`config.mk`:
```
export PLATFORM = sky130hd
export DESIGN_NAME = sb_1m2s
export DESIGN_NICKNAME = d
export VERILOG_FILES = /design/src/rtl/sb_1m2s.sv
export SDC_FILE = /design/constraint.sdc
export NUM_CORES = 1
export LEC_CHECK = 0
export BUFFER_PORTS_ARGS = -buffer_cell sky130_fd_sc_hd__buf_2
export CORE_AREA = 2 2 166 168
export DETAILED_ROUTE_END_ITERATION = 8
export DIE_AREA = 0 0 168 170
export HOLD_SLACK_MARGIN = 0.06
export PLACE_DENSITY_LB_ADDON = 0.2
export SETUP_SLACK_MARGIN = 0.05
export SYNTH_ARGS = -nofsm -noshare
export SYNTH_HDL_FRONTEND = slang
export SYNTH_SLANG_ARGS = --single-unit
```
`constraint.sdc`:
```
create_clock -name clk -period 2 [get_ports clk]
set_clock_uncertainty 0.15 [all_clocks]
set_input_delay 0.3 -clock clk [delete_from_list [all_inputs] [get_ports clk]]
set_output_delay 0.3 -clock clk [all_outputs]
set_load 0.05 [all_outputs]
```
`src/rtl/sb_1m2s.sv`:
```
// sb_1m2s: simple-bus address decoder, one master to two slaves plus an internal decode-error responder.
// One outstanding read and one outstanding write; responses are steered back from the slave that took the request.
module sb_1m2s #(
    parameter logic [31:0] S0_BASE = 32'h0000_0000,
    parameter logic [31:0] S0_MASK = 32'hF000_0000,
    parameter logic [31:0] S1_BASE = 32'h1000_0000,
    parameter logic [31:0] S1_MASK = 32'hF000_0000
) (
    input  logic        clk,
    input  logic        rst,
    input  logic        sb_arvalid_m,
    output logic        sb_arready_m,
    input  logic [31:0] sb_araddr_m,
    output logic        sb_rvalid_m,
    input  logic        sb_rready_m,
    output logic [31:0] sb_rdata_m,
    input  logic        sb_wvalid_m,
    output logic        sb_wready_m,
    input  logic [31:0] sb_waddr_m,
    input  logic [31:0] sb_wdata_m,
    input  logic [3:0]  sb_wstrb_m,
    output logic        sb_bvalid_m,
    input  logic        sb_bready_m,
    output logic        sb_bresp_m,
    output logic        sb_arvalid_s0,
    input  logic        sb_arready_s0,
    output logic [31:0] sb_araddr_s0,
    input  logic        sb_rvalid_s0,
    output logic        sb_rready_s0,
    input  logic [31:0] sb_rdata_s0,
    output logic        sb_wvalid_s0,
    input  logic        sb_wready_s0,
    output logic [31:0] sb_waddr_s0,
    output logic [31:0] sb_wdata_s0,
    output logic [3:0]  sb_wstrb_s0,
    input  logic        sb_bvalid_s0,
    output logic        sb_bready_s0,
    input  logic        sb_bresp_s0,
    output logic        sb_arvalid_s1,
    input  logic        sb_arready_s1,
    output logic [31:0] sb_araddr_s1,
    input  logic        sb_rvalid_s1,
    output logic        sb_rready_s1,
    input  logic [31:0] sb_rdata_s1,
    output logic        sb_wvalid_s1,
    input  logic        sb_wready_s1,
    output logic [31:0] sb_waddr_s1,
    output logic [31:0] sb_wdata_s1,
    output logic [3:0]  sb_wstrb_s1,
    input  logic        sb_bvalid_s1,
    output logic        sb_bready_s1,
    input  logic        sb_bresp_s1
);
    typedef enum logic [1:0] {S0, S1, ERR} sel_t;

    logic rbusy_q, rbusy_d, wbusy_q, wbusy_d;
    sel_t rsel_q, rsel_d, wsel_q, wsel_d, ar_sel, w_sel;
    logic r_done, ar_done, r_blk, b_done, w_done, w_blk;

    assign sb_araddr_s0 = sb_araddr_m;
    assign sb_araddr_s1 = sb_araddr_m;
    assign sb_waddr_s0  = sb_waddr_m;
    assign sb_waddr_s1  = sb_waddr_m;
    assign sb_wdata_s0  = sb_wdata_m;
    assign sb_wdata_s1  = sb_wdata_m;
    assign sb_wstrb_s0  = sb_wstrb_m;
    assign sb_wstrb_s1  = sb_wstrb_m;

    always_comb begin
        ar_sel = ((sb_araddr_m & S0_MASK) == S0_BASE) ? S0 :
                 ((sb_araddr_m & S1_MASK) == S1_BASE) ? S1 : ERR;
        // a response completing this cycle frees the path for a zero-bubble follow-on request
        sb_rvalid_m  = rbusy_q & (rsel_q == ERR ? 1'b1 : rsel_q == S0 ? sb_rvalid_s0 : sb_rvalid_s1);
        sb_rdata_m   = rsel_q == ERR ? 32'h0 : rsel_q == S0 ? sb_rdata_s0 : sb_rdata_s1;
        sb_rready_s0 = rbusy_q & (rsel_q == S0) & sb_rready_m;
        sb_rready_s1 = rbusy_q & (rsel_q == S1) & sb_rready_m;
        r_done       = sb_rvalid_m & sb_rready_m;
        r_blk        = rbusy_q & ~r_done;
        sb_arvalid_s0 = ~r_blk & sb_arvalid_m & (ar_sel == S0);
        sb_arvalid_s1 = ~r_blk & sb_arvalid_m & (ar_sel == S1);
        sb_arready_m  = ~r_blk & sb_arvalid_m &
                        (ar_sel == ERR ? 1'b1 : ar_sel == S0 ? sb_arready_s0 : sb_arready_s1);
        ar_done = sb_arvalid_m & sb_arready_m;
        rbusy_d = ar_done ? 1'b1 : r_done ? 1'b0 : rbusy_q;
        rsel_d  = ar_done ? ar_sel : rsel_q;
    end

    always_comb begin
        w_sel = ((sb_waddr_m & S0_MASK) == S0_BASE) ? S0 :
                ((sb_waddr_m & S1_MASK) == S1_BASE) ? S1 : ERR;
        sb_bvalid_m  = wbusy_q & (wsel_q == ERR ? 1'b1 : wsel_q == S0 ? sb_bvalid_s0 : sb_bvalid_s1);
        sb_bresp_m   = wsel_q == ERR ? 1'b1 : wsel_q == S0 ? sb_bresp_s0 : sb_bresp_s1;
        sb_bready_s0 = wbusy_q & (wsel_q == S0) & sb_bready_m;
        sb_bready_s1 = wbusy_q & (wsel_q == S1) & sb_bready_m;
        b_done       = sb_bvalid_m & sb_bready_m;
        w_blk        = wbusy_q & ~b_done;
        sb_wvalid_s0 = ~w_blk & sb_wvalid_m & (w_sel == S0);
        sb_wvalid_s1 = ~w_blk & sb_wvalid_m & (w_sel == S1);
        sb_wready_m  = ~w_blk & sb_wvalid_m &
                       (w_sel == ERR ? 1'b1 : w_sel == S0 ? sb_wready_s0 : sb_wready_s1);
        w_done  = sb_wvalid_m & sb_wready_m;
        wbusy_d = w_done ? 1'b1 : b_done ? 1'b0 : wbusy_q;
        wsel_d  = w_done ? w_sel : wsel_q;
    end

    always_ff @(posedge clk or posedge rst) begin
        if (rst) begin
            rbusy_q <= 1'b0;
            rsel_q  <= S0;
            wbusy_q <= 1'b0;
            wsel_q  <= S0;
        end else begin
            rbusy_q <= rbusy_d;
            rsel_q  <= rsel_d;
            wbusy_q <= wbusy_d;
            wsel_q  <= wsel_d;
        end
    end
endmodule

```
==> flow_metrics.py, run 1 <==
metrics = {
    "critical_path": {
        "worst_path_max_delay_cell": "dfrtp_2",
        "rr_worst_depth": 5,
        "critPathMaxStageDelay_ps": 410,
        "startpoint_type": "flip-flop",
        "cp-end-kind": "output port",
        "critPathKind": "reg -> out",
        "worstPathCellList": "or3_4 -> a41oi_4 -> or2b_4 -> nor2_4 -> buf_8",
        "worstPathMaxFanout": 3,
        "worstPathArrival_ps": 1620,
        "critPathRequiredTime_ps": 1550,
    },
    "synthesis": {
        "async_flop_share": 1.000,
        "ys.warnings.count": 0,
        "synth_cells": 296,
        "synth.area.top_cells": "buf_4 (65%), a22o_1 (13%), dfrtp_1 (6.5%)",
        "synth_top_area_cell": "buf_4",
        "synthMostInstantiatedCell": "buf_4",
        "synth_top_area_frac": 0.6501,
        "synth_ff_type": "dfrtp_1",
        "syn_nets": 476,
        "synth_edf_count": 0,
        "syn_area_per_cell_sq_um": 7.803,
        "synth.cell_area_sq_mm": 0.002310,
        "synth_common_cells": "buf_4 (200), a22o_1 (33), nor2_1 (7), o21ai_0 (7), dfrtp_1 (6)",
        "ys_types": 29,
        "ys_ff_latch": 6,
        "ys_seq_area_frac": 0.06501,
    },
    "placement": {
        "dpl-instance-area_sq_mm": 0.002081,
        "gp_congestion": 0.7377,
        "portBuffers": 148,
        "dp_cells": 590,
        "hpwl_um": 6415,
    },
    "final_layout": {
        "drive_gt1_frac": 0.7453,
        "area_growth_pct": 14.95,
        "fillers": 3085,
        "final_core_util": 0.09962,
        "finalInstanceArea_sq_mm": 0.002655,
        "nets": 448,
        "antenna_cells": 0,
        "fin_cells": 608,
    },
    "grt": {
        "gr-total-overflow": 0,
        "grt_pass1_wl_um": 10850,
        "grt_max_degree": 24,
        "grtUsageTotal": 0.05161,
        "grt_antenna_before_repair": 1,
        "grt_pass1_vias": 1771,
    },
    "routing": {
        "ant_nets": 0,
        "wl_per_cell_um": 13.67,
        "finalWirelength_um": 8313,
        "vias": 1652,
        "via_per_inst": 2.717,
        "drc_errors": 0,
        "first_pass_iters": 4,
        "drt_iter0_drc": 25,
    },
    "clocking": {
        "clock-root-buffer": "clkbuf_16",
        "cts_max_path_buffers": 2,
        "cts_tree": "yes",
        "cts_buffers": 3,
        "clock-sinks": 6,
        "clk_latency_ps": 230,
        "cts.clk_slew.worst_paths_ps": 40,
        "h-tree-depth": 1,
    },
    "worst_hold_path": {
        "hold_path_depth": 3,
        "hold_class": "in -> reg",
    },
    "sta": {
        "timing_hold_violations_final": 0,
        "finalCriticalPeriod_ps": 2074,
        "setup_violations": 34,
        "tns_ps": -1226,
        "max_freq_mhz": 482.3,
        "rsz0062_at_grt": "yes",
        "relSlewSlack": 0.6239,
        "worst_slew_pin_slew_ps": 559.2,
        "period_share": 1.037,
        "setup_ws_ps": -73.54,
        "finalMaxSlewViolations": 0,
    },
    "job": {
        "drv_cap": 0,
    },
    "pwr": {
        "p_total_w": 0.001884,
        "leakage_nw": 1.222,
        "p_per_area_mw_per_mm2": 709.5,
        "vdd_drop_max_mv": 0.2345,
    },
    "run_status": {
        "outcome": "finished with violations",
        "violations": "setup timing",
    },
    "floorplanning": {
        "initial_utilization": 0.08667,
        "die_height_um": 170,
        "core_area_sq_mm": 0.02665,
        "dieWidth_um": 168,
        "die_area_sq_mm": 0.02856,
        "ios": 425,
        "row_count": 60,
    },
}
[registers in the layout, indices dropped and copies added, names as in the netlist]
signal and cells:
rsel_q 2, wsel_q 2, rbusy_q 1, wbusy_q 1
[worst max-delay path: cells and delay by family (launching register included)]
| kind | cells | cell delay, ps |
|---|---|---|
| buffers and inverters | 1 | 140 |
| DFF | 1 | 410 |
| AOI/OAI and AO/OA | 1 | 240 |
| and+or+nand+nor | 3 | 600 |
[layer usage]
layer | vias to the layer above | global-route usage | wire (um)
li1 | 724 | - | -
met1 | 708 | 0.04733 | 2661
met2 | 160 | 0.09037 | 4113
met3 | 58 | 0.02419 | 1020
met4 | 2 | 0.03743 | 510
met5 | - | 0 | 7
[timing repair]
item                                    in CTS  in global routing
cloned                                       2                  1
setup buffers                                5                  5
hold endpoints to repair                     6                  0
hold buffers                                 1                  0
gates resized for setup                     94                  5
pin swaps                                   21                 18
endpoints found under the setup margin      39                 40
[path summary, 6_finish.rpt]
kind	endpoint	slack, ps	start
max in group asynchronous	rsel_q[0]	1080	rst
hold / removal	wsel_q[0]	200	sb_wready_s1
setup reg to reg	rsel_q[0]	320	rsel_q[0]
hold reg to reg	wbusy_q	380	wbusy_q
min in group asynchronous	rbusy_q	400	rst
setup / recovery	sb_arvalid_s1	-70	rsel_q[0]
[cell families (layout without fill, tap and decap cells)]
kind of cell / after synthesis / after routing / share of synthesized area
multiplexers: 1 / 1 / 0.004334
buffers and inverters: 212 / 183 / 0.6717
AND/OR/NAND/NOR: 31 / 31 / 0.08831
flip-flops: 6 / 6 / 0.06500
AO/OA/AOI/OAI: 46 / 46 / 0.1706
[layout by cell type, fill, tap and decap left out, types with 3 or more instances in the layout]
cell type / count
inv_1: 5
buf_4: 15
nand2b_4: 3
clkbuf_16: 4
dfrtp_1: 5
a22o_1: 32
nor2_4: 4
buf_2: 108
buf_8: 3
buf_6: 42
o21ai_0: 7
nand2_1: 5
[layout make-up]
class                      count  area [sq um]  share of cell area
sequential                     6         151.4             0.05702
timing repair buffer         174          1301              0.4901
inverter                       5         18.77            0.007069
clock buffer                   4         78.83             0.02969
multi-input combinational     78         678.2              0.2554
tap                          341         426.7              0.1607
[metrics by stage]
stage	setup slack [ps]	hold WS, ps
4_1_cts	-90.10	206.8
3_5_place_dp	-56.21	88.79
6_report	-73.54	204.0
2_1_floorplan	0.8616	-59.04
3_3_place_gp	-46.39	97.19
5_1_grt	-138.9	214.5
[power breakdown]
group | leakage (nW) | switching [W] | total [W] | internal (W)
combinational | 1.12 | 0.000837 | 0.00140 | 0.000567
sequential | 0.0683 | 0.0000112 | 0.000149 | 0.000138
clock | 0.0382 | 0.0000663 | 0.000331 | 0.000264
total | 1.22 | 0.000915 | 0.00188 | 0.000969
(Power assumes the default switching activity.)
==> inputs of run 2 (changes only) <==
--- a/config.mk
+++ b/config.mk
@@ -5,10 +5,11 @@
 export SDC_FILE = /design/constraint.sdc
 export NUM_CORES = 1
 export LEC_CHECK = 0
-export BUFFER_PORTS_ARGS = -buffer_cell sky130_fd_sc_hd__buf_2
-export CORE_AREA = 2 2 166 168
+export CORE_AREA = 2 2 163 165
 export DETAILED_ROUTE_END_ITERATION = 8
-export DIE_AREA = 0 0 168 170
+export DIE_AREA = 0 0 165 167
+export DONT_BUFFER_PORTS = 1
+export GPL_TIMING_DRIVEN = 0
 export HOLD_SLACK_MARGIN = 0.06
 export PLACE_DENSITY_LB_ADDON = 0.2
 export SETUP_SLACK_MARGIN = 0.05
==> run 2 against run 1 <==
The run still ends with setup timing left; final cell count increased by 6.4%; worst hold slack lost 140 ps; global-route usage down 0.60 points; first-iteration DRC count is 24% lower; cell area up 23%; total power grew 32%; sequential power is 8% higher; setup slack worse by 11 ps; largest power group unchanged; highest routed layer is now met4.
==> flow_metrics.py, run 2 (synthesis results as in run 1) <==
metrics = {
    "run_status": {
        "outcome": "finished with violations",
        "violations": "setup timing",
    },
    "final_layout": {
        "nets": 494,
        "area_growth_pct": 41.60,
        "mostFrequentLayoutCells": "buf_4 (215), a22o_4 (30), o21ai_0 (6)",
        "finalInstanceArea_sq_mm": 0.003271,
        "drive_gt1_frac": 0.8878,
        "reg.largest.list": "rsel_q: 2 flops, wsel_q: 2 flops",
        "antenna_cells": 0,
        "final_common_cell": "buf_4",
    },
    "sta": {
        "timing_hold_violations_final": 0,
        "setup_violations": 17,
        "setup_ws_ps": -84.39,
        "finalMaxSlewViolations": 0,
        "finalCriticalPeriod_ps": 2084,
        "relSlewSlack": 0.4398,
        "rsz0062_at_grt": "yes",
        "tns_ps": -363.4,
        "worst_slew_pin_slew_ps": 832.8,
        "max_freq_mhz": 479.8,
        "period_share": 1.042,
    },
    "clocking": {
        "cts_max_path_buffers": 2,
        "clock-root-buffer": "clkbuf_16",
        "h-tree-depth": 1,
        "cts_tree": "yes",
        "cts.clk_slew.worst_paths_ps": 30,
        "clk_latency_ps": 220,
        "cts_buffers": 3,
        "clock-sinks": 6,
    },
    "floorplanning": {
        "die_area_sq_mm": 0.02756,
        "ios": 425,
        "core_area_sq_mm": 0.02576,
        "initial_utilization": 0.08965,
        "die_height_um": 167,
        "row_count": 59,
        "dieWidth_um": 165,
    },
    "pwr": {
        "p_total_w": 0.002481,
        "vdd_drop_max_mv": 0.2675,
        "leakage_nw": 1.605,
        "p_per_area_mw_per_mm2": 758.7,
    },
    "critical_path": {
        "worstPathMaxFanout": 7,
        "critPathRequiredTime_ps": 1550,
        "cp-end-kind": "output port",
        "worstPathArrival_ps": 1630,
        "critPathMaxStageDelay_ps": 410,
        "critPathKind": "reg -> out",
        "worstPathCellList": "buf_6 -> nand2b_4 -> a41oi_4 -> or2b_4 -> nor2_4",
        "startpoint_type": "flip-flop",
        "worst_path_max_delay_cell": "dfrtp_1",
    },
    "routing": {
        "drt_iter0_drc": 19,
        "finalWirelength_um": 7748,
        "ant_nets": 0,
        "via_per_inst": 2.934,
        "wl_per_cell_um": 11.98,
        "first_pass_iters": 4,
        "vias": 1898,
        "drc_errors": 0,
    },
    "grt": {
        "gr-total-overflow": 0,
        "grt_pass1_wl_um": 9335,
        "grt_max_degree": 11,
        "grtUsageTotal": 0.04560,
        "grt_pass1_vias": 1629,
        "grt_antenna_before_repair": 0,
    },
    "placement": {
        "portBuffers": 0,
        "gp_congestion": 0.7510,
        "hpwl_um": 6859,
        "dpl-instance-area_sq_mm": 0.002739,
    },
    "job": {
        "drv_cap": 0,
    },
    "worst_hold_path": {
        "hold_class": "in -> reg",
    },
}
-- run 2: critical path, delay by kind of cell (launching register included) --
family,cells,cell delay [ps]
AO/OA/AOI/OAI,1,140
flip-flops,1,410
buffers and inverters,1,150
AND/OR/NAND/NOR,3,700
-- run 2: report_power, final --
part | internal [W] | leakage (nW) | switching (W)
combinational | 0.000539 | 1.50 | 0.00146
clock | 0.000256 | 0.0370 | 0.0000616
sequential | 0.000139 | 0.0676 | 0.0000228
total | 0.000933 | 1.61 | 0.00155
-- run 2: repair_timing --
action	CTS	global route
endpoints found under the setup margin	39	37
hold buffers	1	0
hold endpoints to repair	6	0
setup buffers	8	4
gates resized for setup	78	8
pin swaps	5	6
-- run 2: metal layers --
| layer | track usage | vias to the layer above | part of all wire |
|---|---|---|---|
| met5 | 0 | - | 0 |
| met4 | 0.009074 | 0 | 0.0080 |
| met3 | 0.01345 | 4 | 0.11 |
| met2 | 0.09167 | 206 | 0.59 |
| met1 | 0.04507 | 872 | 0.30 |
| li1 | - | 816 | - |
-- run 2: final cells by class --
cell class | count | area (sq um)
Sequential cell | 6 | 152.6
Clock buffer | 3 | 75.07
Tap cell | 335 | 419.2
Multi-Input combinational cell | 78 | 954.7
Fill cell | 2903 | 22490
Buffer | 207 | 1550
Timing Repair Buffer | 13 | 100.1
Inverter | 5 | 18.77
-- run 2: stage by stage --
stage / hold WS, ps / instances / setup slack (ps) / util
after CTS: 60.90 / 643 / -131.7 / 0.1237
after detailed placement: 1.294 / 631 / -318.6 / 0.1063
after global placement: -1.442 / 631 / -335.9 / 0.1063
after floorplan: -59.04 / 296 / 0.8616 / -
final: 63.48 / 647 / -84.39 / 0.1269
after global routing: 63.74 / 647 / -147.4 / 0.1269
-- run 2: path summary, 6_finish.rpt --
path | startpoint | endpoint | slack, ps | cells past startpoint
min in group asynchronous | rst | rbusy_q | 310 | 2
max in group asynchronous | rst | wsel_q[0] | 1150 | 2
setup reg to reg | rsel_q[0] | rsel_q[0] | 200 | 5
hold reg to reg | wbusy_q | wbusy_q | 400 | 2
hold / removal | sb_arvalid_m | rbusy_q | 60 | 1
setup / recovery | rsel_q[0] | sb_arvalid_s0 | -80 | 5
==> inputs of run 3 (changes only) <==
--- a/config.mk
+++ b/config.mk
@@ -11,6 +11,7 @@
 export DONT_BUFFER_PORTS = 1
 export GPL_TIMING_DRIVEN = 0
 export HOLD_SLACK_MARGIN = 0.06
+export MAX_ROUTING_LAYER = met4
 export PLACE_DENSITY_LB_ADDON = 0.2
 export SETUP_SLACK_MARGIN = 0.05
 export SYNTH_ARGS = -nofsm -noshare
==> run 3 against run 2 <==
The flow finishes with violations (DRC, setup timing); clock-buffer cell count unchanged; clock power about the same; sequential share of layout area unchanged; worst hold slack got worse by 1.5 ps; total power about the same; cell area unchanged; combinational power about the same; utilization unchanged; global-route usage increased by 0.14 points.
==> flow_metrics.py, run 3 (synthesis results as in run 1) <==
metrics = {
    "routing": {
        "drt_iter0_drc": 37,
        "vias": 1907,
        "finalWirelength_um": 7796,
        "ant_nets": 0,
        "wl_per_cell_um": 12.05,
        "highest_layer": "met4",
        "met3_length_um": 790,
        "wl_met1_um": 2379,
        "met2WireLength_um": 4561,
        "via_per_inst": 2.947,
        "drc_errors": 3,
        "first_pass_iters": 8,
    },
    "clocking": {
        "clock-root-buffer": "clkbuf_16",
        "clock-sinks": 6,
        "cts_tree": "yes",
        "h-tree-depth": 1,
        "cts.clk_slew.worst_paths_ps": 30,
        "cts_buffers": 3,
        "cts_max_path_buffers": 2,
        "clk_latency_ps": 230,
    },
    "pwr": {
        "vdd_drop_max_mv": 0.2675,
        "leakage_nw": 1.605,
        "p_per_area_mw_per_mm2": 758.5,
    },
    "placement": {
        "dp_cells": 631,
        "dpl-instance-area_sq_mm": 0.002739,
        "hpwl_um": 6859,
        "gp_congestion": 0.7607,
        "portBuffers": 0,
        "dp_slack_ps": -318.6,
    },
    "run_status": {
        "outcome": "finished with violations",
        "violations": "DRC, setup timing",
    },
    "sta": {
        "setup_violations": 22,
        "worst_slew_pin_slew_ps": 755.8,
        "rsz0062_at_grt": "yes",
        "holdWs_ps": 61.94,
        "setup_ws_ps": -89.73,
        "finalCriticalPeriod_ps": 2090,
        "period_share": 1.045,
        "max_freq_mhz": 478.5,
        "relSlewSlack": 0.4916,
        "finalMaxSlewViolations": 0,
        "timing_hold_violations_final": 0,
    },
    "floorplanning": {
        "initial_utilization": 0.08965,
        "row_count": 59,
        "ios": 425,
        "die_height_um": 167,
        "core_area_sq_mm": 0.02576,
        "dieWidth_um": 165,
        "die_area_sq_mm": 0.02756,
    },
    "final_layout": {
        "drive_gt1_frac": 0.8878,
        "area_growth_pct": 41.60,
        "antenna_cells": 0,
        "nets": 494,
        "final_common_cell": "buf_4",
        "mostFrequentLayoutCells": "buf_4 (215), a22o_4 (30), o21ai_0 (6)",
        "fin_cells": 647,
        "reg.largest.list": "rsel_q: 2 flops, wsel_q: 2 flops",
        "finalInstanceArea_sq_mm": 0.003271,
        "fillers": 2903,
    },
    "critical_path": {
        "critPathKind": "reg -> out",
        "critPathRequiredTime_ps": 1550,
        "cp-end-kind": "output port",
        "startpoint_type": "flip-flop",
        "critPathMaxStageDelay_ps": 410,
        "worstPathMaxFanout": 7,
        "worstPathCellList": "buf_6 -> nand2b_4 -> a41oi_4 -> or2b_4 -> nor2_4",
        "worstPathArrival_ps": 1640,
        "regToRegSetupSlack_ps": 210,
        "worst_path_max_delay_cell": "dfrtp_1",
    },
    "grt": {
        "grt_antenna_before_repair": 0,
        "grt_max_degree": 11,
        "grt_pass1_vias": 1631,
        "gr-total-overflow": 0,
        "grtUsageTotal": 0.04704,
        "grt_pass1_wl_um": 9342,
    },
    "job": {
        "drv_cap": 0,
    },
    "worst_hold_path": {
        "hold_class": "in -> reg",
    },
}
-- run 3: cell counts in the layout (fill, tap and decap cells not counted) --
No cell type changed its count.
-- run 3: final cells by class --
class | count | area (sq um) | area share
buffer | 207 | 1550 | 0.4740
clock buffer | 3 | 75.07 | 0.02295
inverter | 5 | 18.77 | 0.005738
multi-input combinational | 78 | 954.7 | 0.2919
sequential | 6 | 152.6 | 0.04667
tap | 335 | 419.2 | 0.1282
timing repair buffer | 13 | 100.1 | 0.03060
-- run 3: through the flow --
| step | TNS, ps | util | total power [W] |
|---|---|---|---|
| floorplan | 0 | - | 0.001876 |
| global placement | -8849 | 0.1063 | 0.001987 |
| detailed placement | -8603 | 0.1063 | 0.001977 |
| CTS | -2211 | 0.1237 | 0.002471 |
| global route | -3007 | 0.1269 | 0.002566 |
| finish | -408.0 | 0.1269 | 0.002481 |
-- run 3: final timing paths --
| path | from | endpoint | depth (start not counted) |
|---|---|---|---|
| setup / recovery | rsel_q[0] | sb_arvalid_s0 | 5 |
| hold / removal | sb_arvalid_m | rbusy_q | 1 |
| setup reg to reg | rsel_q[0] | rsel_q[0] | 5 |
| hold reg to reg | wbusy_q | wbusy_q | 2 |
| max in group asynchronous | rst | wsel_q[0] | 2 |
| min in group asynchronous | rst | rbusy_q | 2 |
-- run 3: power breakdown --
part | switching, W | leakage, nW | internal [W]
clock network | 0.0000620 | 0.0370 | 0.000256
registers | 0.0000223 | 0.0676 | 0.000139
logic | 0.00146 | 1.50 | 0.000539
-- run 3: routing by layer --
layer,vias to the layer above,track usage
li1,816,-
met1,875,0.04567
met2,212,0.09167
met3,4,0.01295
met4,0,0.009074
met5,-,-
-- run 3: repair_timing --
action | CTS | global route
setup buffers | 8 | 4
hold buffers | 1 | 0
endpoints found under the setup margin | 39 | 37
endpoints found under the hold margin | 6 | 0
resized for setup | 78 | 8
pin swaps | 5 | 6
-- run 3: critical path: cells and delay by family, from the launching register on --
kind                   cells  cell delay, ps
and+or+nand+nor            3             700
DFF                        1             410
AOI/OAI and AO/OA          1             150
buffers and inverters      1             150
